**src/rtl/rnn_fixed_pkg.sv**
```systemverilog
// Shared fixed-point definitions for the RNN datapath: format width,
// feeder state encoding and a constant-conversion helper for benches.
package rnn_fixed_pkg;

    localparam int QN_DEF = 6;
    localparam int QM_DEF = 11;

    // Total width of a signed fixed-point word: sign + integer + fraction.
    function automatic int calcBitwidth(input int qn, input int qm);
        return qn + qm + 1;
    endfunction

    localparam int BITWIDTH_DEF = calcBitwidth(QN_DEF, QM_DEF);

    typedef enum logic [1:0] {
        LOAD = 2'd0,
        ARM  = 2'd1,
        RUN  = 2'd2,
        HOLD = 2'd3
    } feederState_t;

    // Rational constant num/den expressed in the default Q format (truncating).
    function automatic logic [BITWIDTH_DEF-1:0] to_fixed(input int num, input int den);
        int scaled;
        scaled = (num * (1 << QM_DEF)) / den;
        return scaled[BITWIDTH_DEF-1:0];
    endfunction

endpackage

```
**src/rtl/array_prod_feeder.sv**
```systemverilog
// Feeder/controller for array_prod: packs a serial (x, w) stream into the two
// flat operand vectors, releases array_prod from reset for one product, and
// presents the result (or a timeout marker) on a valid/ready handshake.
module array_prod_feeder
    import rnn_fixed_pkg::*;
#(
    parameter int HIDDEN_SZ      = 8,
    parameter int QN             = 6,
    parameter int QM             = 11,
    parameter int TIMEOUT        = 64,
    parameter int BITWIDTH       = calcBitwidth(QN, QM),
    parameter int LAYER_BITWIDTH = BITWIDTH * HIDDEN_SZ,
    parameter int ADDR_BITWIDTH  = $clog2(HIDDEN_SZ)
) (
    input  logic                      clock,
    input  logic                      reset,
    input  logic                      in_valid,
    output logic                      in_ready,
    input  logic [BITWIDTH-1:0]       in_x,
    input  logic [BITWIDTH-1:0]       in_w,
    output logic [LAYER_BITWIDTH-1:0] vecX,
    output logic [LAYER_BITWIDTH-1:0] vecW,
    output logic                      prodReset,
    input  logic                      prodReady,
    input  logic [BITWIDTH-1:0]       prodResult,
    output logic                      out_valid,
    input  logic                      out_ready,
    output logic [BITWIDTH-1:0]       out_data,
    output logic                      out_error
);

    // One spare bit keeps the terminal count representable for any TIMEOUT.
    localparam int TIMER_BITWIDTH = $clog2(TIMEOUT) + 1;
    localparam logic [ADDR_BITWIDTH-1:0]  LAST_IDX  = ADDR_BITWIDTH'(HIDDEN_SZ - 1);
    localparam logic [TIMER_BITWIDTH-1:0] LAST_TICK = TIMER_BITWIDTH'(TIMEOUT - 1);

    feederState_t state;
    feederState_t stateNext;

    logic [ADDR_BITWIDTH-1:0]  idx;
    logic [TIMER_BITWIDTH-1:0] timer;
    logic                      accept;
    logic                      lastElem;
    logic                      timedOut;

    assign accept   = in_valid && in_ready;
    assign lastElem = (idx == LAST_IDX);
    assign timedOut = (timer == LAST_TICK);

    // State register; reset lands in LOAD.
    always_ff @(posedge clock or posedge reset) begin
        if (reset) begin
            state <= LOAD;
        end else begin
            state <= stateNext;
        end
    end

    // Next-state decode: load N elements, settle one cycle, run, hold result.
    always_comb begin
        stateNext = state;
        case (state)
            LOAD: if (accept && lastElem)      stateNext = ARM;
            ARM:                               stateNext = RUN;
            RUN:  if (prodReady || timedOut)   stateNext = HOLD;
            HOLD: if (out_ready)               stateNext = LOAD;
            default:                           stateNext = LOAD;
        endcase
    end

    // Handshake and array_prod control decoded from the registered state.
    // in_ready is additionally masked by reset so nothing is accepted while
    // the block is held in reset.
    always_comb begin
        in_ready  = 1'b0;
        prodReset = 1'b1;
        out_valid = 1'b0;
        case (state)
            LOAD:    in_ready  = !reset;
            RUN:     prodReset = 1'b0;
            HOLD:    out_valid = 1'b1;
            default: ;
        endcase
    end

    // Write each accepted pair into its slice and step the element index.
    always_ff @(posedge clock or posedge reset) begin
        if (reset) begin
            vecX <= '0;
            vecW <= '0;
            idx  <= '0;
        end else if (accept) begin
            vecX[int'(idx)*BITWIDTH +: BITWIDTH] <= in_x;
            vecW[int'(idx)*BITWIDTH +: BITWIDTH] <= in_w;
            idx <= lastElem ? '0 : idx + ADDR_BITWIDTH'(1);
        end
    end

    // Count RUN cycles; cleared in the ARM cycle so RUN always starts at zero.
    always_ff @(posedge clock or posedge reset) begin
        if (reset) begin
            timer <= '0;
        end else if (state == ARM) begin
            timer <= '0;
        end else if (state == RUN) begin
            timer <= timer + TIMER_BITWIDTH'(1);
        end
    end

    // Capture the product, or flag a timeout; a simultaneous ready wins.
    always_ff @(posedge clock or posedge reset) begin
        if (reset) begin
            out_data  <= '0;
            out_error <= 1'b0;
        end else if (state == RUN) begin
            if (prodReady) begin
                out_data  <= prodResult;
                out_error <= 1'b0;
            end else if (timedOut) begin
                out_data  <= '0;
                out_error <= 1'b1;
            end
        end
    end

endmodule
```
**config.mk**
```make
export PLATFORM = sky130hd
export DESIGN_NAME = array_prod_feeder
export DESIGN_NICKNAME = d
export VERILOG_FILES = /design/src/rtl/rnn_fixed_pkg.sv /design/src/rtl/array_prod_feeder.sv
export SDC_FILE = /design/constraint.sdc
export NUM_CORES = 1
export LEC_CHECK = 0
export CAP_MARGIN = 10
export CELL_PAD_IN_SITES_DETAIL_PLACEMENT = 1
export CELL_PAD_IN_SITES_GLOBAL_PLACEMENT = 2
export CORE_UTILIZATION = 30
export DETAILED_ROUTE_END_ITERATION = 6
export PLACE_DENSITY_LB_ADDON = 0.1
export SYNTH_ARGS = -nofsm -noshare
export SYNTH_HDL_FRONTEND = slang
export SYNTH_SLANG_ARGS = --single-unit
```
**constraint.sdc**
```tcl
create_clock -name clock -period 14.9 [get_ports clock]
set_clock_uncertainty 0.15 [all_clocks]
set_input_delay 2.98 -clock clock [delete_from_list [all_inputs] [get_ports clock]]
set_output_delay 2.98 -clock clock [all_outputs]
set_load 0.005 [all_outputs]
```
==> results.md, run 1 <==
- Row count: 85
- CTS Hold Bufs: 0
- Critical Path AT: 4.20 ns
- Initial core utilization: 30.4%
- DR DRC count: 0
- Total GRT Usage: 27.7%
- Unique masters post-synth: 75
- Sequential-to-total area share from yosys stat: 48.7%
- Via count: 15.2k
- Worst EP required: 11.77 ns
- CTS tree: yes
- Die X: 236 microns
- Root buf cell: clkbuf_16
- 1st-pass router iterations: 5
- Die area: 55600 sq um
- Comb power frac: 60.9%
- Met2 Use GR: 44.7%
- GP Congestion: 0.924
- Routing usage on met3: 4.82%
- Global-route wire length before repair: 113000 microns
- Commonest non-fill, non-tap cells in the layout: 368 x clkdlybuf4s50_1, 318 x dfrtp_1, 216 x nand2_1
- PwrDens: 270 nW/um^2
- Initial DRC count: 1057
- Number of post-CTS setup repair buffers: 0
- Clk buf depth: 3
- Synthesized netlist cell count: 1638
- Vias/cell: 5.63
- Num CTS Buffers: 39
- H-tree depth: 2
- TNS Setup: 0 ns
- YS warnings: 0
- Crit Path Max Fanout: 4
- Layout cells sized above 1: 13.4%
- Core area: 53900 sq um
- RSZ-0062 raised after global routing: false
- Ant diodes: 0
- Boundary Pins: 369
- Most common cell after layout, fill and taps aside: clkdlybuf4s50_1
- Crit Path Class: primary input to output port
- Sw power: 0.00292 W
- Switching part of the total: 49.0%
- Synth-to-layout area growth: 34.8%
- Top_reg_cell synth: dfrtp_1
- Post-DP HPWL: 58300 microns
- Cell area after layout: 22100 sq um
- Post-Route WL: 77000 microns
- Type of the tightest min-delay check: flop to flop
- Syn_area_per_cell: 10.0 sq um
- Flop pwr share: 22.9%
- Lkg Pwr: 9.30 nW
- Clock sinks: 319
- Slew headroom: 19.7%
- #FFs+latches synth: 319
- Met1 Use GR: 37.6%
- Clk pin slew, worst setup/hold paths: 0.06 ns
- Peak Freq: 0.136 GHz
- Post-synth ARST share: 100%
- Remaining Overflow, GRT: 0
- Setup crit end kind: output port
- NumNets Final: 2049
- Int Pwr: 0.00304 W
- Final min period: 7.33 ns
- Post-Route Hold Slack: 0.324 ns
- Skew-Pair Late Insertion Delay: 0.56 ns
- Routed len/inst: 28.5 microns
- Pwr Total: 0.00596 W
- Synthesized cell area: 16400 sq um
- Clock power frac: 16.2%
- Non-Filler Instances: 2698
- Status: finished clean
- Max IR drop VDD: 0.148 mV
- Area leader, netlist: dfrtp_1
- Post-Syn Nets: 1711
- Initial antenna violation count: 3
- Slew Viols, Final: 0
- Die height: 236 microns
- Placed Area: 20800 sq um
- Startpoint type of the worst setup path: primary input
- Largest net degree at the start of global routing: 135
- DRT antenna net count: 0
- EDFF count, synth: 0
- Most used routing layer: met2
- Setup violations, final: 0
- Port Buffers: 368
- Top cells by area, synth: dfrtp_1 49%, mux2_2 9.4%, o21ai_0 5.2%, nand2_1 4.9%, mux2i_1 3.1%
- Post-synth top area share: 48.7%
- Vias in the first global route: 15.8k
- Worst Tran Pin Value: 1.20 ns
- Fin crit share: 49.2%
- Cts repair resizes: 0
- Max-cap violation count: 0
- Final count of hold timing violations: 0
- Cells after DPL: 2631
==> metrics by stage <==
step / setup WS (ns) / utilization, %
2_1_floorplan: 2.94 / -
5_1_grt: 7.54 / 41.0
6_report: 7.57 / 41.0
3_3_place_gp: 7.56 / 38.6
3_5_place_dp: 7.58 / 38.6
4_1_cts: 7.56 / 41.0
==> worst paths after layout <==
| check | from | end | slack, ns | cells past startpoint |
|---|---|---|---|---|
| max | reset | in_ready | 7.57 | 3 |
| min | vecX[65] | vecX[65] | 0.32 | 2 |
| max reg2reg | idx[0] | vecX[11] | 8.63 | 10 |
| min reg2reg | vecX[65] | vecX[65] | 0.32 | 2 |
| max in group asynchronous | reset | vecX[126] | 10.10 | 3 |
| min in group asynchronous | reset | out_data[16] | 2.97 | 2 |
==> worst max-delay path: stages <==
cell	delay [ns]
clkdlybuf4s50_1	0.53
nor2b_1	0.17
clkdlybuf4s50_1	0.52
==> metal layers <==
| layer | vias up | wire (microns) | share of wire, % |
|---|---|---|---|
| met2 | 556 | 35900 | 47 |
| met4 | 2 | 2370 | 3.1 |
| met5 | - | 12 | 0.016 |
| li1 | 6707 | - | - |
| met3 | 122 | 4370 | 5.7 |
| met1 | 7803 | 34300 | 45 |
==> cell usage after synthesis (16+ instances only) <==
master      n
o32ai_1    16
mux2i_1    51
nor3_1     28
nand3_1    56
nand2_1   216
nand2b_1   29
a21oi_1    45
buf_2      21
a22o_1     38
o21ai_0   170
mux2_2    137
a31oi_1    39
o22ai_1    39
clkbuf_1   73
nor2_1     89
inv_1      29
dfrtp_1   319
o31ai_1    23
==> cell type report <==
type,count,area (sq um)
Clock buffer,55,1130
Clock inverter,12,163
Inverter,31,129
Timing Repair Buffer,407,3980
Multi-Input combinational cell,1178,7850
Sequential cell,319,7980
Tap cell,696,871
Fill cell,5947,31800
==> cells by family after synthesis <==
logic type,count (synthesis),synth area share (%)
flops,319,48.7
fa+ha+maj,14,1.07
buf+inv,141,3.51
compound gates,479,19.2
mux,197,13.8
simple gates,484,13.6
xor+xnor,4,0.214
==> registers in the layout, summed over array words and instances (netlist names) <==
name       flops
vecW         144
vecX         144
out_data      18
timer          7
idx            3
state          2
out_error      1
==> power groups by stage <==
stage / Sequential (W) / Clock [W] / Combinational, W
finish: 0.00137 / 0.000965 / 0.00363
global route: 0.00141 / 0.00102 / 0.00380
CTS: 0.00137 / 0.000988 / 0.00358
detailed placement: 0.00138 / 0 / 0.00357
global placement: 0.00137 / 0 / 0.00353
floorplan: 0.00135 / 0 / 0.00174
(Power assumes the default switching activity.)
==> inputs of run 2 (changes only) <==
--- a/config.mk
+++ b/config.mk
@@ -8,7 +8,7 @@
 export CAP_MARGIN = 10
 export CELL_PAD_IN_SITES_DETAIL_PLACEMENT = 1
 export CELL_PAD_IN_SITES_GLOBAL_PLACEMENT = 2
-export CORE_UTILIZATION = 30
+export CORE_UTILIZATION = 28
 export DETAILED_ROUTE_END_ITERATION = 6
 export PLACE_DENSITY_LB_ADDON = 0.1
 export SYNTH_ARGS = -nofsm -noshare
==> constraint.sdc (replaced) <==
create_clock -name clock -period 6.65 [get_ports clock]
set_clock_uncertainty 0.15 [all_clocks]
set_input_delay 1.33 -clock clock [delete_from_list [all_inputs] [get_ports clock]]
set_output_delay 1.33 -clock clock [all_outputs]
set_load 0.005 [all_outputs]
==> run 2 against run 1 <==
  * Flip-flop and latch count stayed put
  * Worst setup slack worse by 6.1 ns
  * Global-route usage is 0.53 points lower
  * Wire length is 6.0% higher
  * Critical path type is now flop to flop
  * Die area is 7.1% higher
  * Combinational power is 130% higher
  * Register-to-register slack worse by 7.1 ns
  * Non-clock buffer count is 15 higher
  * Largest power group unchanged
  * Sequential power is 120% higher
  * Critical path depth is 7 higher
  * Count of clock-buffer cells in the layout is 3 higher
==> results.md, run 2 (synthesis gave the netlist of run 1 again) <==
- Row count: 88 (+3.5%)
- Cells after DPL: 2715 (+3.2%)
- Routed len/inst: 29.3 microns (+2.8%)
- Skew-Pair Late Insertion Delay: 0.55 ns (about the same)
- Synth-to-layout area growth: 36.0%
- Crit-path most repeated cell: inv_1
- Via count: 15.4k (+1.1%)
- Vias/cell: 5.52 (-2.0%)
- Number of post-CTS setup repair buffers: 0 (unchanged)
- CTS Hold Bufs: 0 (unchanged)
- Die area: 59500 sq um (+7.1%)
- Commonest non-fill, non-tap cells in the layout: 368 x clkdlybuf4s50_1, 318 x dfrtp_1, 216 x nand2_1
- Post-Route WL: 81600 microns (+6.0%)
- Peak Freq: 0.194 GHz
- Max-cap violation count: 0 (unchanged)
- Layout cells sized above 1: 14.2% (+0.74 points)
- Die X: 244 microns (+3.5%)
- Root buf cell: clkbuf_16
- DRT antenna net count: 0 (unchanged)
- RSZ-0062 raised after global routing: false
- Boundary Pins: 369 (unchanged)
- Worst EP required: 6.94 ns (-4.83 ns)
- Layout Utilization: 38.6% (-2.4 points)
- H-tree depth: 2 (unchanged)
- Max IR drop VDD: 0.366 mV (+150%)
- Port Buffers: 368 (unchanged)
- Largest net degree at the start of global routing: 131 (-3.0%)
- TNS Setup: 0 ns (unchanged)
- Final count of hold timing violations: 0 (unchanged)
- Post-DP HPWL: 62400 microns (+7.1%)
- Num CTS Buffers: 39 (unchanged)
- Initial antenna violation count: 4 (+1)
- Clock sinks: 319 (unchanged)
- Clk pin slew, worst setup/hold paths: 0.06 ns (about the same)
- Critical Path AT: 5.43 ns (+1.23 ns)
- Clk buf depth: 3 (unchanged)
- Crit Path Max Fanout: 20 (+16)
- NumNets Final: 2064 (+0.73%)
- Type of the tightest min-delay check: flop to flop
- Initial core utilization: 28.4% (-2.0 points)
- Top flop regs: vecW: 144 flops, vecX: 144 flops, out_data: 18 flops
- Global-route wire length before repair: 118000 microns (+4.3%)
- Cts repair resizes: 0 (unchanged)
- PwrDens: 609 nW/um^2 (+130%)
- Slew headroom: 21.7% (+2.0 points)
- 1st-pass router iterations: 5 (unchanged)
- CTS tree: yes
- CP cell instances: inv_1 -> ha_2 -> or4b_1 -> clkinv_4 -> ha_1 -> inv_1 -> o2111ai_2 -> o21ai_0 -> a21boi_0 -> a41o_1
- Initial DRC count: 1274 (+21%)
- Setup violations, final: 0 (unchanged)
- Post-Route Hold Slack: 0.326 ns (+0.00148 ns)
- Startpoint type of the worst setup path: flop
- Lkg Pwr: 9.36 nW (+0.58%)
- Final min period: 5.14 ns
- Total GRT Usage: 27.1% (-0.53 points)
- Die height: 244 microns (+3.5%)
- Non-Filler Instances: 2783 (+3.2%)
- Status: finished clean
- Core area: 57800 sq um (+7.2%)
- Crit Path Class: flop to flop
- Fin crit share: 77.3%
- Setup crit end kind: flop
- Most common cell after layout, fill and taps aside: clkdlybuf4s50_1
- Critical-path top delay cell: o21ai_0
- Slew Viols, Final: 0 (unchanged)
- Worst Tran Pin Value: 1.17 ns (-0.0379 ns)
- Fill cell total of the finished layout: 6434 (+8.2%)
- DR DRC count: 0 (unchanged)
- Remaining Overflow, GRT: 0 (unchanged)
- Crit path largest cell delay: 0.84 ns (+0.31 ns)
- Vias in the first global route: 15.8k (+0.29%)
- GP Congestion: 0.938 (+1.5%)
run 2: layer usage:
| metal | part of all wire, % | vias to the layer above | track usage [%] |
|---|---|---|---|
| li1 | - | 6735 | - |
| met1 | 45 | 7919 | 37.8 |
| met2 | 46 | 582 | 42.6 |
| met3 | 6.3 | 120 | 4.78 |
| met4 | 3.1 | 2 | 8.64 |
| met5 | 0.016 | - | 0 |
run 2: final cells by class:
cell class              instances  area, sq um  share of cell area, %
diodes                          1         2.50                 0.0112
well taps                     765          957                   4.30
clock inverters                 9         86.3                  0.387
flip-flops and latches        319         7980                   35.8
multi-input cells            1178         7870                   35.3
inverters                      31          125                  0.561
clock buffers                  58         1150                   5.15
repair buffers                422         4110                   18.5
run 2: final timing paths:
check                         start        end  slack, ns  depth (start not counted)
max in group asynchronous     reset   vecW[50]       3.87                          3
setup reg to reg             idx[0]   vecX[78]       1.51                         10
min in group asynchronous     reset  vecX[106]       1.17                          2
setup / recovery             idx[0]   vecX[78]       1.51                         10
hold reg to reg            vecX[62]   vecX[62]       0.33                          2
hold / removal             vecX[62]   vecX[62]       0.33                          2
run 2: report_power, final:
| group | internal (W) | switching [W] |
|---|---|---|
| Combinational | 0.00300 | 0.00538 |
| Sequential | 0.00260 | 0.000477 |
| Clock | 0.00123 | 0.000870 |
run 2: stage by stage:
step           setup slack (ns)  cell area (sq um)  total power, W
3_5_place_dp               1.68              21000          0.0114
6_report                   1.51              22300          0.0136
2_1_floorplan             0.917              16400         0.00692
5_1_grt                    1.36              22300          0.0142
3_3_place_gp               1.89              21000          0.0113
4_1_cts                    1.66              22300          0.0135
run 2: critical path: cells and delay by family (launching register included):
kind,cells,cell delay (ns)
simple gates,1,0.80
flops,1,0.53
compound gates,4,1.74
buf+inv,3,0.89
fa+ha+maj,2,0.91
==> inputs of run 3 (changes only) <==
--- a/config.mk
+++ b/config.mk
@@ -8,7 +8,7 @@
 export CAP_MARGIN = 10
 export CELL_PAD_IN_SITES_DETAIL_PLACEMENT = 1
 export CELL_PAD_IN_SITES_GLOBAL_PLACEMENT = 2
-export CORE_UTILIZATION = 28
+export CORE_UTILIZATION = 30
 export DETAILED_ROUTE_END_ITERATION = 6
 export PLACE_DENSITY_LB_ADDON = 0.1
 export SYNTH_ARGS = -nofsm -noshare
==> constraint.sdc (replaced) <==
create_clock -name clock -period 5 [get_ports clock]
set_clock_uncertainty 0.15 [all_clocks]
set_input_delay 1 -clock clock [delete_from_list [all_inputs] [get_ports clock]]
set_output_delay 1 -clock clock [all_outputs]
set_load 0.005 [all_outputs]
==> run 3 against run 2 <==
  * The run now ends with DRC left
  * Count of clock-buffer cells in the layout up 2
  * Global-route usage up 0.92 points
  * Die area down 6.6%
  * Critical path depth down 1
  * Hold slack worse by 0.00079 ns
  * Clock power up 33%
==> results.md, run 3 (synthesis gave the netlist of run 1 again) <==
- Layout Utilization: 41.5% (+2.9 points)
- Slew headroom: 22.2% (+0.54 points)
- Die area: 55600 sq um (-6.6%)
- Worst Tran Pin Value: 1.15 ns (-0.0125 ns)
- Final min period: 4.45 ns (-0.690 ns)
- 1st-pass router iterations: 7 (+2)
- Crit path largest cell delay: 0.85 ns (about the same)
- GP Congestion: 0.967 (+3.1%)
- Failing checks: DRC
- Routed len/inst: 28.7 microns (-2.0%)
- Placed Area: 21100 sq um (+0.25%)
- Cell area after layout: 22400 sq um (+0.35%)
- Lkg Pwr: 9.46 nW (+1.1%)
- Num CTS Buffers: 38 (-2.6%)
- Top flop regs: vecW: 144 flops, vecX: 144 flops, out_data: 18 flops
- Clk pin slew, worst setup/hold paths: 0.06 ns (about the same)
- Remaining Overflow, GRT: 0 (unchanged)
- Critical Path AT: 4.76 ns (-0.67 ns)
- Startpoint type of the worst setup path: flop
- Synth-to-layout area growth: 36.4%
- Cts repair resizes: 0 (unchanged)
- Non-Filler Instances: 2732 (-1.8%)
- Total GRT Usage: 28.1% (+0.92 points)
- Cells after DPL: 2663 (-1.9%)
- Vias/cell: 5.67 (+2.7%)
- Peak Freq: 0.225 GHz (+15%)
- CTS tree: yes
- Crit Path Class: flop to flop
- Via count: 15.5k (+0.82%)
- Largest net degree at the start of global routing: 117 (-11%)
- Initial antenna violation count: 0 (-4)
- Fin crit share: 89.1% (+12 points)
- Global-route wire length before repair: 114000 microns (-3.2%)
- Core area: 53900 sq um (-6.7%)
- Worst EP required: 5.30 ns (-1.64 ns)
- Post-DP HPWL: 60600 microns (-2.9%)
- Row count: 85 (-3.4%)
- Status: finished, violations left
- Clock sinks: 319 (unchanged)
- Pwr Total: 0.0179 W (+32%)
- Setup violations, final: 0 (unchanged)
- DR DRC count: 3 (+3)
- PwrDens: 802 nW/um^2 (+32%)
- Skew-Pair Late Insertion Delay: 0.56 ns (about the same)
- Post-Route WL: 78500 microns (-3.8%)
- H-tree depth: 2 (unchanged)
- Setup crit end kind: flop
- CTS Hold Bufs: 0 (unchanged)
- Layout cells sized above 1: 14.7% (+0.56 points)
- Die X: 236 microns (-3.4%)
- Ant diodes: 0 (-1)
- Commonest non-fill, non-tap cells in the layout: 368 x clkdlybuf4s50_1, 318 x dfrtp_1, 216 x nand2_1
- Port Buffers: 368 (unchanged)
- Max IR drop VDD: 0.495 mV (+35%)
- Critical-path top delay cell: nor3_1
- Number of post-CTS setup repair buffers: 0 (unchanged)
- DRT antenna net count: 0 (unchanged)
- Final count of hold timing violations: 0 (unchanged)
- CP cell instances: inv_1 -> ha_2 -> ha_2 -> buf_4 -> nand2_1 -> buf_4 -> nor3_1 -> mux2i_1 -> o31ai_1
- Max-cap violation count: 0 (unchanged)
- Top Family by Delay on Critical Path: buffers and inverters
- Initial DRC count: 1352 (+6.1%)
- NumNets Final: 2080 (+0.78%)
- Slew Viols, Final: 0 (unchanged)
- Die height: 236 microns (-3.4%)
- Most common cell after layout, fill and taps aside: clkdlybuf4s50_1
- Clk buf depth: 3 (unchanged)
- RSZ-0062 raised after global routing: false
- Crit Path Max Fanout: 41 (+110%)
- Boundary Pins: 369 (unchanged)
- Vias in the first global route: 15.7k (-0.90%)
- Initial core utilization: 30.4% (+2.0 points)
- WP buf/inv: 3 (unchanged)
- Type of the tightest min-delay check: flop to flop
- Root buf cell: clkbuf_16
run 3: final cells by class:
class,count,area [sq um]
multi-input cells,1178,7870
inverters,31,125
flip-flops and latches,319,7980
clock inverters,9,116
well taps,696,871
repair buffers,439,4250
fillers,5983,31600
clock buffers,60,1140
run 3: worst paths after layout:
kind / depth (start not counted) / start / slack (ns) / endpoint
min: 2 / vecX[140] / 0.32 / vecX[140]
min in group asynchronous: 2 / reset / 0.73 / out_data[0]
max in group asynchronous: 4 / reset / 2.78 / vecX[111]
max: 9 / idx[0] / 0.55 / vecW[116]
min reg2reg: 2 / vecX[140] / 0.32 / vecX[140]
max reg2reg: 9 / idx[0] / 0.55 / vecW[116]
run 3: per-layer routing:
metal | global-route usage [%] | wire, microns | part of all wire [%]
met1 | 38.7 | 34500 | 44
met5 | 0 | 0 | 0
met3 | 5.02 | 5320 | 6.8
met2 | 44.8 | 36500 | 46
met4 | 8.08 | 2250 | 2.9
run 3: stage by stage:
| step | setup TNS [ns] | worst slack [ns] | hold WS [ns] |
|---|---|---|---|
| 2_1_floorplan | -128.50 | -0.403 | 0.317 |
| 3_3_place_gp | 0 | 0.247 | 0.314 |
| 3_5_place_dp | 0 | 0.640 | 0.315 |
| 4_1_cts | 0 | 0.599 | 0.335 |
| 5_1_grt | 0 | 0.400 | 0.365 |
| 6_report | 0 | 0.547 | 0.325 |
run 3: worst reg2reg max path: cells and delay by family (launching register included):
kind	cells	cell delay, ns
multiplexers	1	0.36
buffers and inverters	3	1.22
AO/OA/AOI/OAI	1	0.32
adder cells (fa/ha/maj)	2	0.60
AND/OR/NAND/NOR	2	1.21
flip-flops	1	0.48
run 3: report_power, final:
part | internal [W] | switching [W] | total [W]
Sequential | 0.00346 | 0.000618 | 0.00408
Combinational | 0.00404 | 0.00701 | 0.0110
Clock | 0.00168 | 0.00112 | 0.00280
Total | 0.00918 | 0.00874 | 0.0179
